<file path="src/rtl/dcmi_pkg.sv">
// dcmi_pkg: width/decimation codes and byte-count helper for the DCMI packer
package dcmi_pkg;
  localparam int PIX_W = 14;
  typedef enum logic [1:0] {DW_8, DW_10, DW_12, DW_14} dw_e;
  typedef enum logic [1:0] {SEL_ALL, SEL_1OF2, SEL_1OF4, SEL_2OF4} sel_e;
  function automatic logic [7:0] bcnt_of(input logic [7:0] k, input logic [1:0] dw);
    return dw == DW_8 ? k : {k[6:0], 1'b0};
  endfunction
endpackage

</file>
<file path="src/rtl/dcmi_pack_fifo_if.sv">
// dcmi_pack_fifo_if: packed-word valid/ready output bus
interface dcmi_pack_fifo_if #(parameter int OUT_W = 32);
  localparam int BW = $clog2(OUT_W / 8) + 1;
  logic out_vld;
  logic out_rdy;
  logic out_last;
  logic [OUT_W-1:0] out_data;
  logic [BW-1:0] out_bcnt;
  modport master(output out_vld, out_data, out_last, out_bcnt, input out_rdy);
  modport slave(input out_vld, out_data, out_last, out_bcnt, output out_rdy);
endinterface

</file>
<file path="src/rtl/dcmi_sfifo.sv">
// dcmi_sfifo: synchronous FIFO with simultaneous push/pop and occupancy level
module dcmi_sfifo #(
  parameter int WIDTH = 8,
  parameter int DEPTH = 8
) (
  input  logic pclk,
  input  logic rstn,
  input  logic clr,
  input  logic push,
  input  logic pop,
  input  logic [WIDTH-1:0] din,
  output logic [WIDTH-1:0] dout,
  output logic empty,
  output logic full,
  output logic [$clog2(DEPTH):0] level
);
  localparam int AW = $clog2(DEPTH);
  logic [WIDTH-1:0] mem [DEPTH];
  logic [AW:0] wp, rp;
  logic wr, rd;
  assign empty = wp == rp;
  assign full = (wp[AW] != rp[AW]) && (wp[AW-1:0] == rp[AW-1:0]);
  assign level = wp - rp;
  assign rd = pop && !empty;
  assign wr = push && (!full || rd);
  assign dout = empty ? '0 : mem[rp[AW-1:0]];
  always_ff @(posedge pclk or negedge rstn)
    if (!rstn) begin
      wp <= '0;
      rp <= '0;
    end else if (clr) begin
      wp <= '0;
      rp <= '0;
    end else begin
      wp <= wp + (AW+1)'(wr);
      rp <= rp + (AW+1)'(rd);
    end
  always_ff @(posedge pclk)
    if (wr) mem[wp[AW-1:0]] <= din;
endmodule

</file>
<file path="src/rtl/dcmi_pack_fifo.sv">
// dcmi_pack_fifo: decimates and packs DCMI pixels into words, buffered in a FIFO
module dcmi_pack_fifo
  import dcmi_pkg::*;
#(
  parameter int OUT_W = 32,
  parameter int DEPTH = 8,
  localparam int AW = $clog2(DEPTH)
) (
  input  logic pclk,
  input  logic rstn,
  input  logic clr,
  input  logic enable,
  input  logic [1:0] data_bus_width,
  input  logic [1:0] byte_sel_mode,
  input  logic byte_sel_start,
  input  logic pix_vld,
  input  logic [PIX_W-1:0] pix_data,
  input  logic line_start,
  input  logic frame_end,
  dcmi_pack_fifo_if.master bus,
  output logic [AW:0] level,
  output logic ovfl_pulse
);
  localparam int BW = $clog2(OUT_W / 8) + 1;
  localparam int FW = OUT_W + BW + 1;
  logic [1:0] phase, ph;
  logic [OUT_W-1:0] sr, ins, wd;
  logic [BW-1:0] cnt, cnt_n, nslots, bcnt;
  logic pv, keep, kept, fe, full_word, push, pop, full, empty;
  logic [FW-1:0] dout;
  always_comb begin
    pv = enable && pix_vld;
    fe = enable && frame_end;
    ph = (enable && line_start) ? 2'd0 : phase;
    keep = byte_sel_mode == SEL_ALL  ? 1'b1 :
           byte_sel_mode == SEL_1OF2 ? ph[0] == byte_sel_start :
           byte_sel_mode == SEL_1OF4 ? ph == {byte_sel_start, 1'b0} :
                                       ph[1] == byte_sel_start;
    kept = pv && keep;
    ins = data_bus_width == DW_8 ? sr | (OUT_W'(pix_data[7:0]) << {cnt, 3'b0})
                                 : sr | (OUT_W'(pix_data) << {cnt, 4'b0});
    nslots = data_bus_width == DW_8 ? BW'(OUT_W / 8) : BW'(OUT_W / 16);
    cnt_n = cnt + BW'(kept);
    wd = kept ? ins : sr;
    full_word = kept && cnt_n == nslots;
    bcnt = BW'(bcnt_of(8'(cnt_n), data_bus_width));
    push = !clr && (full_word || fe);
    pop = bus.out_vld && bus.out_rdy;
    ovfl_pulse = push && full && !pop;
  end
  always_ff @(posedge pclk or negedge rstn)
    if (!rstn) begin
      phase <= '0;
      sr <= '0;
      cnt <= '0;
    end else begin
      phase <= (clr || fe) ? 2'd0 : pv ? ph + 2'd1 : ph;
      sr <= (clr || push) ? '0 : wd;
      cnt <= (clr || push) ? '0 : cnt_n;
    end
  dcmi_sfifo #(.WIDTH(FW), .DEPTH(DEPTH)) u_fifo (
    .pclk(pclk),
    .rstn(rstn),
    .clr(clr),
    .push(push),
    .pop(pop),
    .din({fe, bcnt, wd}),
    .dout(dout),
    .empty(empty),
    .full(full),
    .level(level)
  );
  assign bus.out_vld = !empty;
  assign {bus.out_last, bus.out_bcnt, bus.out_data} = dout;
endmodule

</file>
<file path="src/flat_wrapper.sv">
// flat-port wrapper written by rule: the top's interface ports become plain ports
module dcmi_pack_fifo_flat import dcmi_pkg::*;
#(
  parameter int OUT_W = 32,
  parameter int DEPTH = 8,
  localparam int AW = $clog2(DEPTH)
)
  (pclk, rstn, clr, enable, data_bus_width, byte_sel_mode, byte_sel_start, pix_vld, pix_data, line_start, frame_end, level, ovfl_pulse, bus_out_vld, bus_out_data, bus_out_last, bus_out_bcnt, bus_out_rdy);
  dcmi_pack_fifo_if #(.OUT_W(OUT_W)) bus_i ();
  input  logic pclk;
  input  logic rstn;
  input  logic clr;
  input  logic enable;
  input  logic [1:0] data_bus_width;
  input  logic [1:0] byte_sel_mode;
  input  logic byte_sel_start;
  input  logic pix_vld;
  input  logic [PIX_W-1:0] pix_data;
  input  logic line_start;
  input  logic frame_end;
  output logic [AW:0] level;
  output logic ovfl_pulse;
  output wire logic [$bits(bus_i.out_vld)-1:0] bus_out_vld;
  output wire logic [$bits(bus_i.out_data)-1:0] bus_out_data;
  output wire logic [$bits(bus_i.out_last)-1:0] bus_out_last;
  output wire logic [$bits(bus_i.out_bcnt)-1:0] bus_out_bcnt;
  input wire logic [$bits(bus_i.out_rdy)-1:0] bus_out_rdy;
  assign bus_out_vld = bus_i.out_vld;
  assign bus_out_data = bus_i.out_data;
  assign bus_out_last = bus_i.out_last;
  assign bus_out_bcnt = bus_i.out_bcnt;
  assign bus_i.out_rdy = bus_out_rdy;
  dcmi_pack_fifo #(.OUT_W(OUT_W), .DEPTH(DEPTH)) u_core (.pclk(pclk), .rstn(rstn), .clr(clr), .enable(enable), .data_bus_width(data_bus_width), .byte_sel_mode(byte_sel_mode), .byte_sel_start(byte_sel_start), .pix_vld(pix_vld), .pix_data(pix_data), .line_start(line_start), .frame_end(frame_end), .bus(bus_i), .level(level), .ovfl_pulse(ovfl_pulse));
endmodule
</file>
<file path="config.mk">
export PLATFORM = sky130hd
export DESIGN_NAME = dcmi_pack_fifo_flat
export DESIGN_NICKNAME = d
export VERILOG_FILES = /design/src/rtl/dcmi_pkg.sv /design/src/rtl/dcmi_pack_fifo_if.sv /design/src/rtl/dcmi_sfifo.sv /design/src/rtl/dcmi_pack_fifo.sv /design/src/flat_wrapper.sv
export SDC_FILE = /design/constraint.sdc
export NUM_CORES = 1
export LEC_CHECK = 0
export ABC_CLOCK_PERIOD_IN_PS = 8500
export CELL_PAD_IN_SITES_DETAIL_PLACEMENT = 2
export CELL_PAD_IN_SITES_GLOBAL_PLACEMENT = 2
export CORE_MARGIN = 2
export CORE_UTILIZATION = 40
export DETAILED_ROUTE_END_ITERATION = 12
export GPL_TIMING_DRIVEN = 0
export PLACE_DENSITY = 0.73
export SYNTH_ARGS = -nofsm -noshare
export SYNTH_HDL_FRONTEND = slang
export SYNTH_SLANG_ARGS = --single-unit
</file>
<file path="constraint.sdc">
create_clock -name pclk -period 8.5 [get_ports pclk]
set_input_delay 0.85 -clock pclk [delete_from_list [all_inputs] [get_ports pclk]]
set_output_delay 0.85 -clock pclk [all_outputs]
set_load 0.01 [all_outputs]
</file>
Word-level counts from Yosys, hierarchy flattened:

Memory sizes are Yosys's and may differ from the RTL's.
Cells that the tools add are included.

* register bits: 45
* bits in writable memories: 288
* output and inout port bits: 42
* word-level logic and storage cells: 63
* memories: 1

* add/subtract/negate cells: 5
* equality and inequality tests: 9
* shift operators: 2
* mux-type cells: 17
* bitwise gates (word level): 2
* reductions and logical operators: 22

Memories
* u_core.u_fifo.mem: words 8, bits a word 36, rd ports 1, clocked after memory_dff 0, wr ports 1, RTL line dcmi_sfifo.sv:18 `logic [WIDTH-1:0] mem [DEPTH];`

Operators by type and width (number)
* 32-bit 2-to-1 mux: 3
* 32-bit OR: 2
* 36-bit 2-to-1 mux: 1
* 14-bit by 7-bit left shift with 32-bit output: 1
* 8-bit by 6-bit left shift with 32-bit output: 1
* 1-bit logical AND: 12
* 3-bit 2-to-1 mux: 3
* 4-bit by 1-bit adder with 4-bit output: 2
* 4-bit 2-to-1 mux: 2
* 3-bit equality test: 2
* 2-bit 2-to-1 mux: 3
* 1-bit 2-to-1 mux: 5
* 4-bit equality test: 1
* 1-bit logical NOT: 4
* 2-bit logical NOT: 2
* 1-bit logical OR: 4
* 4-bit subtractor: 1
* 3-bit by 1-bit adder with 3-bit output: 1
* 2-bit by 1-bit adder with 2-bit output (second input constant): 1
* 1-bit equality test: 2
* 2-bit by 1-bit equality test with 1-bit output (second input constant): 1
* 2-bit equality test: 1
* 2-bit equality test (second input constant): 1
* 1-bit inequality test: 1

Logic depth before layout (Yosys ltp):

* depth after elaboration: 15
* depth in mapped cells: 16
* mapped depth without buffers: 15

Modules after synthesis:

From an unflattened synthesis, not the netlist that was laid out.

* cell total of the unflattened synthesis: 869
* area, all modules: 14048.5 sq um

Modules (own cells, without submodules)
* dcmi_sfifo: times used 1, cells each 637, area each 11969.0 sq um, sequential area each 8848.5 sq um
* dcmi_pack_fifo: times used 1, cells each 232, area each 2079.5 sq um, sequential area each 925.9 sq um

Worst setup path after synthesis:

OpenSTA, ideal clock, no wires.

* path type: input -> register
* start point: input port byte_sel_mode[1]
* end point: memory u_core.u_fifo.mem[2][0] (netlist bit) (enable)
* library setup time: 0.519 ns
* arrival time: 6.718 ns
* required time: 7.981 ns
* slack: 1.263 ns
* cell stages on the path: 11
* buffers on the path: 1
* cells stage by stage: or3b_1 mux2i_4 nor2_4 buf_2 and2_1 ha_1 ha_1 or3_1 a21oi_2 a31oi_4 nor4_1

* cells in the longest elaborated chain, start to end: 13
* elaborated cells on any way between the ends: 15
* classes of those cells: add/sub: 1; eq/ne: 3; mux: 5; reduce/logical: 6

RTL lines
* from (decl): RTL line flat_wrapper.sv:15 `input logic [1:0] byte_sel_mode;`
* 2-bit equality test: RTL line dcmi_pack_fifo.sv:37 `byte_sel_mode == SEL_1OF4 ? ph == {byte_sel_start, 1'b0} :`
* 1-bit 2-to-1 mux: RTL line dcmi_pack_fifo.sv:37
* 1-bit 2-to-1 mux: RTL line dcmi_pack_fifo.sv:36 `byte_sel_mode == SEL_1OF2 ? ph[0] == byte_sel_start :`
* 1-bit 2-to-1 mux *: RTL line dcmi_pack_fifo.sv:35 `keep = byte_sel_mode == SEL_ALL ? 1'b1 :`
* 1-bit logical AND *: RTL line dcmi_pack_fifo.sv:39 `kept = pv && keep;`
* 3-bit by 1-bit adder with 3-bit output: RTL line dcmi_pack_fifo.sv:43 `cnt_n = cnt + BW'(kept);`
* 3-bit equality test: RTL line dcmi_pack_fifo.sv:45 `full_word = kept && cnt_n == nslots;`
* 1-bit logical AND *: RTL line dcmi_pack_fifo.sv:45
* 1-bit logical OR *: RTL line dcmi_pack_fifo.sv:47 `push = !clr && (full_word || fe);`
* 1-bit logical AND *: RTL line dcmi_pack_fifo.sv:47
* 1-bit logical AND *: RTL line dcmi_sfifo.sv:25 `assign wr = push && (!full || rd);`
* 1-bit 2-to-1 mux *: RTL line dcmi_sfifo.sv:39 `if (wr) mem[wp[AW-1:0]] <= din;`
* 1-bit 2-to-1 mux (not written as such) *: RTL line dcmi_sfifo.sv:39
* to (decl): RTL line dcmi_sfifo.sv:18

Every way passes the cells marked *; elsewhere a longest branch is shown, timed or not.

Worst setup path after layout:

* start point: input port byte_sel_start
* end point: output port ovfl_pulse

* cells in the longest elaborated chain, start to end: 12
* elaborated cells on any way between the ends: 14
* classes of those cells: add/sub: 1; eq/ne: 4; mux: 3; reduce/logical: 6

RTL lines
* from (decl): RTL line flat_wrapper.sv:16 `input logic byte_sel_start;`
* 2-bit equality test or 1-bit equality test (tied branches): RTL line dcmi_pack_fifo.sv:37, dcmi_pack_fifo.sv:38
* 1-bit 2-to-1 mux: RTL line dcmi_pack_fifo.sv:37
* 1-bit 2-to-1 mux *: RTL line dcmi_pack_fifo.sv:36
* 1-bit 2-to-1 mux *: RTL line dcmi_pack_fifo.sv:35
* 1-bit logical AND *: RTL line dcmi_pack_fifo.sv:39
* 3-bit by 1-bit adder with 3-bit output: RTL line dcmi_pack_fifo.sv:43
* 3-bit equality test: RTL line dcmi_pack_fifo.sv:45
* 1-bit logical AND *: RTL line dcmi_pack_fifo.sv:45
* 1-bit logical OR *: RTL line dcmi_pack_fifo.sv:47
* 1-bit logical AND *: RTL line dcmi_pack_fifo.sv:47
* 1-bit logical AND * (2 in series): RTL line dcmi_pack_fifo.sv:49 `ovfl_pulse = push && full && !pop;`
* to (decl): RTL line flat_wrapper.sv:22 `output logic ovfl_pulse;`

Marks and branches as above.

==> impl_metrics.yaml <==
sta:
  tightest_slew_ns: 0.973
  fin_skew_ns: 0.0307
  post-route-period-util_pct: 71.5
  hold_viol: 0
  period_needed_ns: 6.08
  slew_violations: 0
  setup_viol: 0
  rsz0062_at_grt: "false"
  whs_ns: 0.177
  slew_headroom_pct: 35.2
  fmax_mhz: 165
place:
  dp_hpwl_mm: 26.2
  portBuffers: 68
  place_congestion: 0.764
  postPlaceCellArea_um2: 15100
synth:
  netlist_instances: 773
  seq_area_frac_synth_pct: 72.9
  synth_edf_count: 288
  synth.yosys.warnings: 0
  synth_area_leaders: "edfxtp_1 65%, mux4_2 12%, dfrtp_1 8.4%, nand2_1 2.4%, a21oi_1 1.5%"
  synth_top_area_share_pct: 64.5
  yosysUniqueCellTypes: 49
  syn_avg_cell_area_um2: 17.3
  synthFlopType: "edfxtp_1"
  synth_seq_cells: 333
  async_flop_share_pct: 13.5
  syn_nets: 810
  synth_top_area_cell: "edfxtp_1"
  synth_area_um2: 13400
clock_tree:
  postCtsSetupRepairBufs: 0
  cts_tree: "built"
  cts_buffer_depth: 3
  cts.clk_slew.worst_paths_ns: 0.06
  htree_levels: 2
  clk_latency_ns: 0.53
  hold_buffers: 0
  root_buffer: "clkbuf_16"
  cts_resized: 0
  cts_buffers: 37
  cts.sink_count: 333
global_route:
  grt_pass1_vias: 8812
  antenna_found_initial: 0
  overflow: 0
  grt_max_degree: 39
  grt_first_pass_wirelength_mm: 58.1
  track_usage_pct: 22.5
pwr:
  p_leak_nw: 5.80
  p_per_area_nw_per_um2: 229
  power_frac_comb_pct: 8.7
  p_seq_share_pct: 48.0
  power_mw: 3.72
  p_switching_uw: 830
  power.share.clock_pct: 43.3
  p_int_mw: 2.89
  swShare_pct: 22.3
  vdd_drop_max_v: 0.000125
floorplan:
  dieWidth_um: 187
  start_util_pct: 40.3
  io_pins: 69
  chipHeight_um: 187
  rows: 67
  core_um2: 33300
  dieArea_um2: 35000
worst_hold_path:
  hold_path_class: "input pin to asynchronous set/reset pin"
setup_path:
  worst-r2r-cell-count: 14
  rr_startpoint: "u_core.phase[1]$_DFF_PN0_"
  required_ns: 7.65
  crit_path_end_kind: "primary output"
  slowest_stage: "clkdlybuf4s50_1"
  worst_path_largest_cell_delay_ns: 0.58
  path_max_fanout: 10
  r2r-end: "u_core.u_fifo.mem[2][18]$_DFFE_PP_"
  crit_type: "input pin to primary output"
  arrival_ns: 5.23
  r2r_slack_ns: 3.31
  path_cells: "clkdlybuf4s50_1 -> and2_1 -> a21oi_1 -> o221ai_2 -> clkbuf_1 -> and2_1 -> ha_1 -> ha_1 -> or3_1 -> a21oi_2 -> a31oi_4 -> nor3b_1 -> clkdlybuf4s50_1"
  start_kind: "input pin"
cells_and_area:
  diodes: 0
  design_area_um2: 16300
  nets: 956
  postLayoutCoreUtil_pct: 48.9
  area_delta_synth_final_pct: 21.3
  drive_above_1_share_pct: 21.7
routing:
  drt-met1-wl_mm: 16.6
  drc: 0
  ant_nets: 0
  routed-wl-met3_mm: 1.58
  dr.pass1.iters: 4
  met2WireLength_mm: 19.6
  post_drt_wl_per_cell_um: 27.5
  routed_wl_mm: 38.4
  drt-initial-drc-count: 635
  routed_via_density: 5.54
  top_layer_used: "met4"
  vias: 7725
run:
  max_cap_violations: 0
status:
  status: "completed"
[cell type report]
type | count | area, um^2
Clock buffer | 48 | 1010
Fill cell | 3071 | 17000
Timing Repair Buffer | 107 | 1050
Multi-Input combinational cell | 365 | 3370
Sequential cell | 333 | 9770
Inverter | 35 | 131
Clock inverter | 18 | 196
Buffer | 40 | 171
Tap cell | 448 | 561
[worst max-delay path by stage]
stage,from,endpoint,slack (ns),depth (start not counted)
2_1_floorplan,byte_sel_mode[1],u_core.u_fifo.mem[2][0]$_DFFE_PP_,1.26,11
3_3_place_gp,byte_sel_start,u_core.u_fifo.mem[6][20]$_DFFE_PP_,-3.75,12
3_5_place_dp,byte_sel_start,u_core.u_fifo.mem[2][20]$_DFFE_PP_,2.42,15
4_1_cts,byte_sel_start,ovfl_pulse,2.46,13
5_1_grt,byte_sel_start,ovfl_pulse,2.23,14
6_report,byte_sel_start,ovfl_pulse,2.42,13
[layer usage]
metal | up-vias | track usage, %
li1 | 3300 | -
met2 | 201 | 39.0
met3 | 46 | 3.32
met5 | - | 0
met4 | 0 | 4.73
met1 | 4178 | 30.3
[cell usage after synthesis (4+ instances only)]
library cell	count
a21oi_1	41
a22o_1	6
a31o_2	9
a31oi_1	14
a41oi_1	10
and2_1	4
buf_1	7
buf_2	8
clkbuf_1	22
dfrtp_1	45
edfxtp_1	288
ha_1	9
inv_1	34
mux4_2	72
nand2_1	84
nand3_1	9
nor2_1	38
nor2b_1	15
nor3_1	5
nor4_1	4
o21ai_0	8
xnor2_1	6
[logic make-up (layout without fill, tap and decap cells)]
family	Yosys count	count (layout)	synth area share, %
fa+ha+maj	10	10	0.990
flops	333	333	72.9
compound gates	95	95	4.71
xor+xnor	9	9	0.588
simple gates	178	178	6.24
mux	73	73	12.3
buf+inv	75	248	2.26
[critical path, delay by kind of cell]
family / cells / cell delay (ns)
adder cells (fa/ha/maj): 2 / 0.41
AO/OA/AOI/OAI: 4 / 1.14
buffers and inverters: 3 / 1.72
AND/OR/NAND/NOR: 4 / 1.11
[power groups by stage]
stage                     Combinational, mW  Clock, mW  Sequential, mW
after global placement                0.314          0            1.82
after global routing                  0.349       1.70            1.79
after floorplan                       0.177          0            1.82
after detailed placement              0.328          0            1.82
after CTS                             0.332       1.64            1.79
final                                 0.323       1.61            1.79
[state kept, by name (all words and copies together) (netlist names)]
name / count
u_core.cnt: 3
u_core.phase: 2
u_core.sr: 32
u_core.u_fifo.mem: 288
u_core.u_fifo.rp: 4
u_core.u_fifo.wp: 4
[layout by cell type (no fill, tap or decap), types with 10 or more instances in the layout]
cell type	synthesis	final
edfxtp_1	288	288
nand2_1	84	84
mux4_2	72	72
clkdlybuf4s50_1	0	67
dfrtp_1	45	45
a21oi_1	41	41
clkbuf_16	0	39
nor2_1	38	37
inv_1	34	34
clkbuf_1	22	31
buf_4	3	27
nor2b_1	15	15
a31oi_1	14	14
buf_6	0	12
a41oi_1	10	10
[stage by stage]
stage / std cells / setup slack (ns) / setup TNS (ns)
2_1_floorplan: 773 / 1.26 / 0
3_3_place_gp: 1289 / -3.75 / -663.49
3_5_place_dp: 1328 / 2.42 / 0
4_1_cts: 1394 / 2.46 / 0
5_1_grt: 1394 / 2.23 / 0
6_report: 1394 / 2.42 / 0
(Power assumes the default switching activity.)
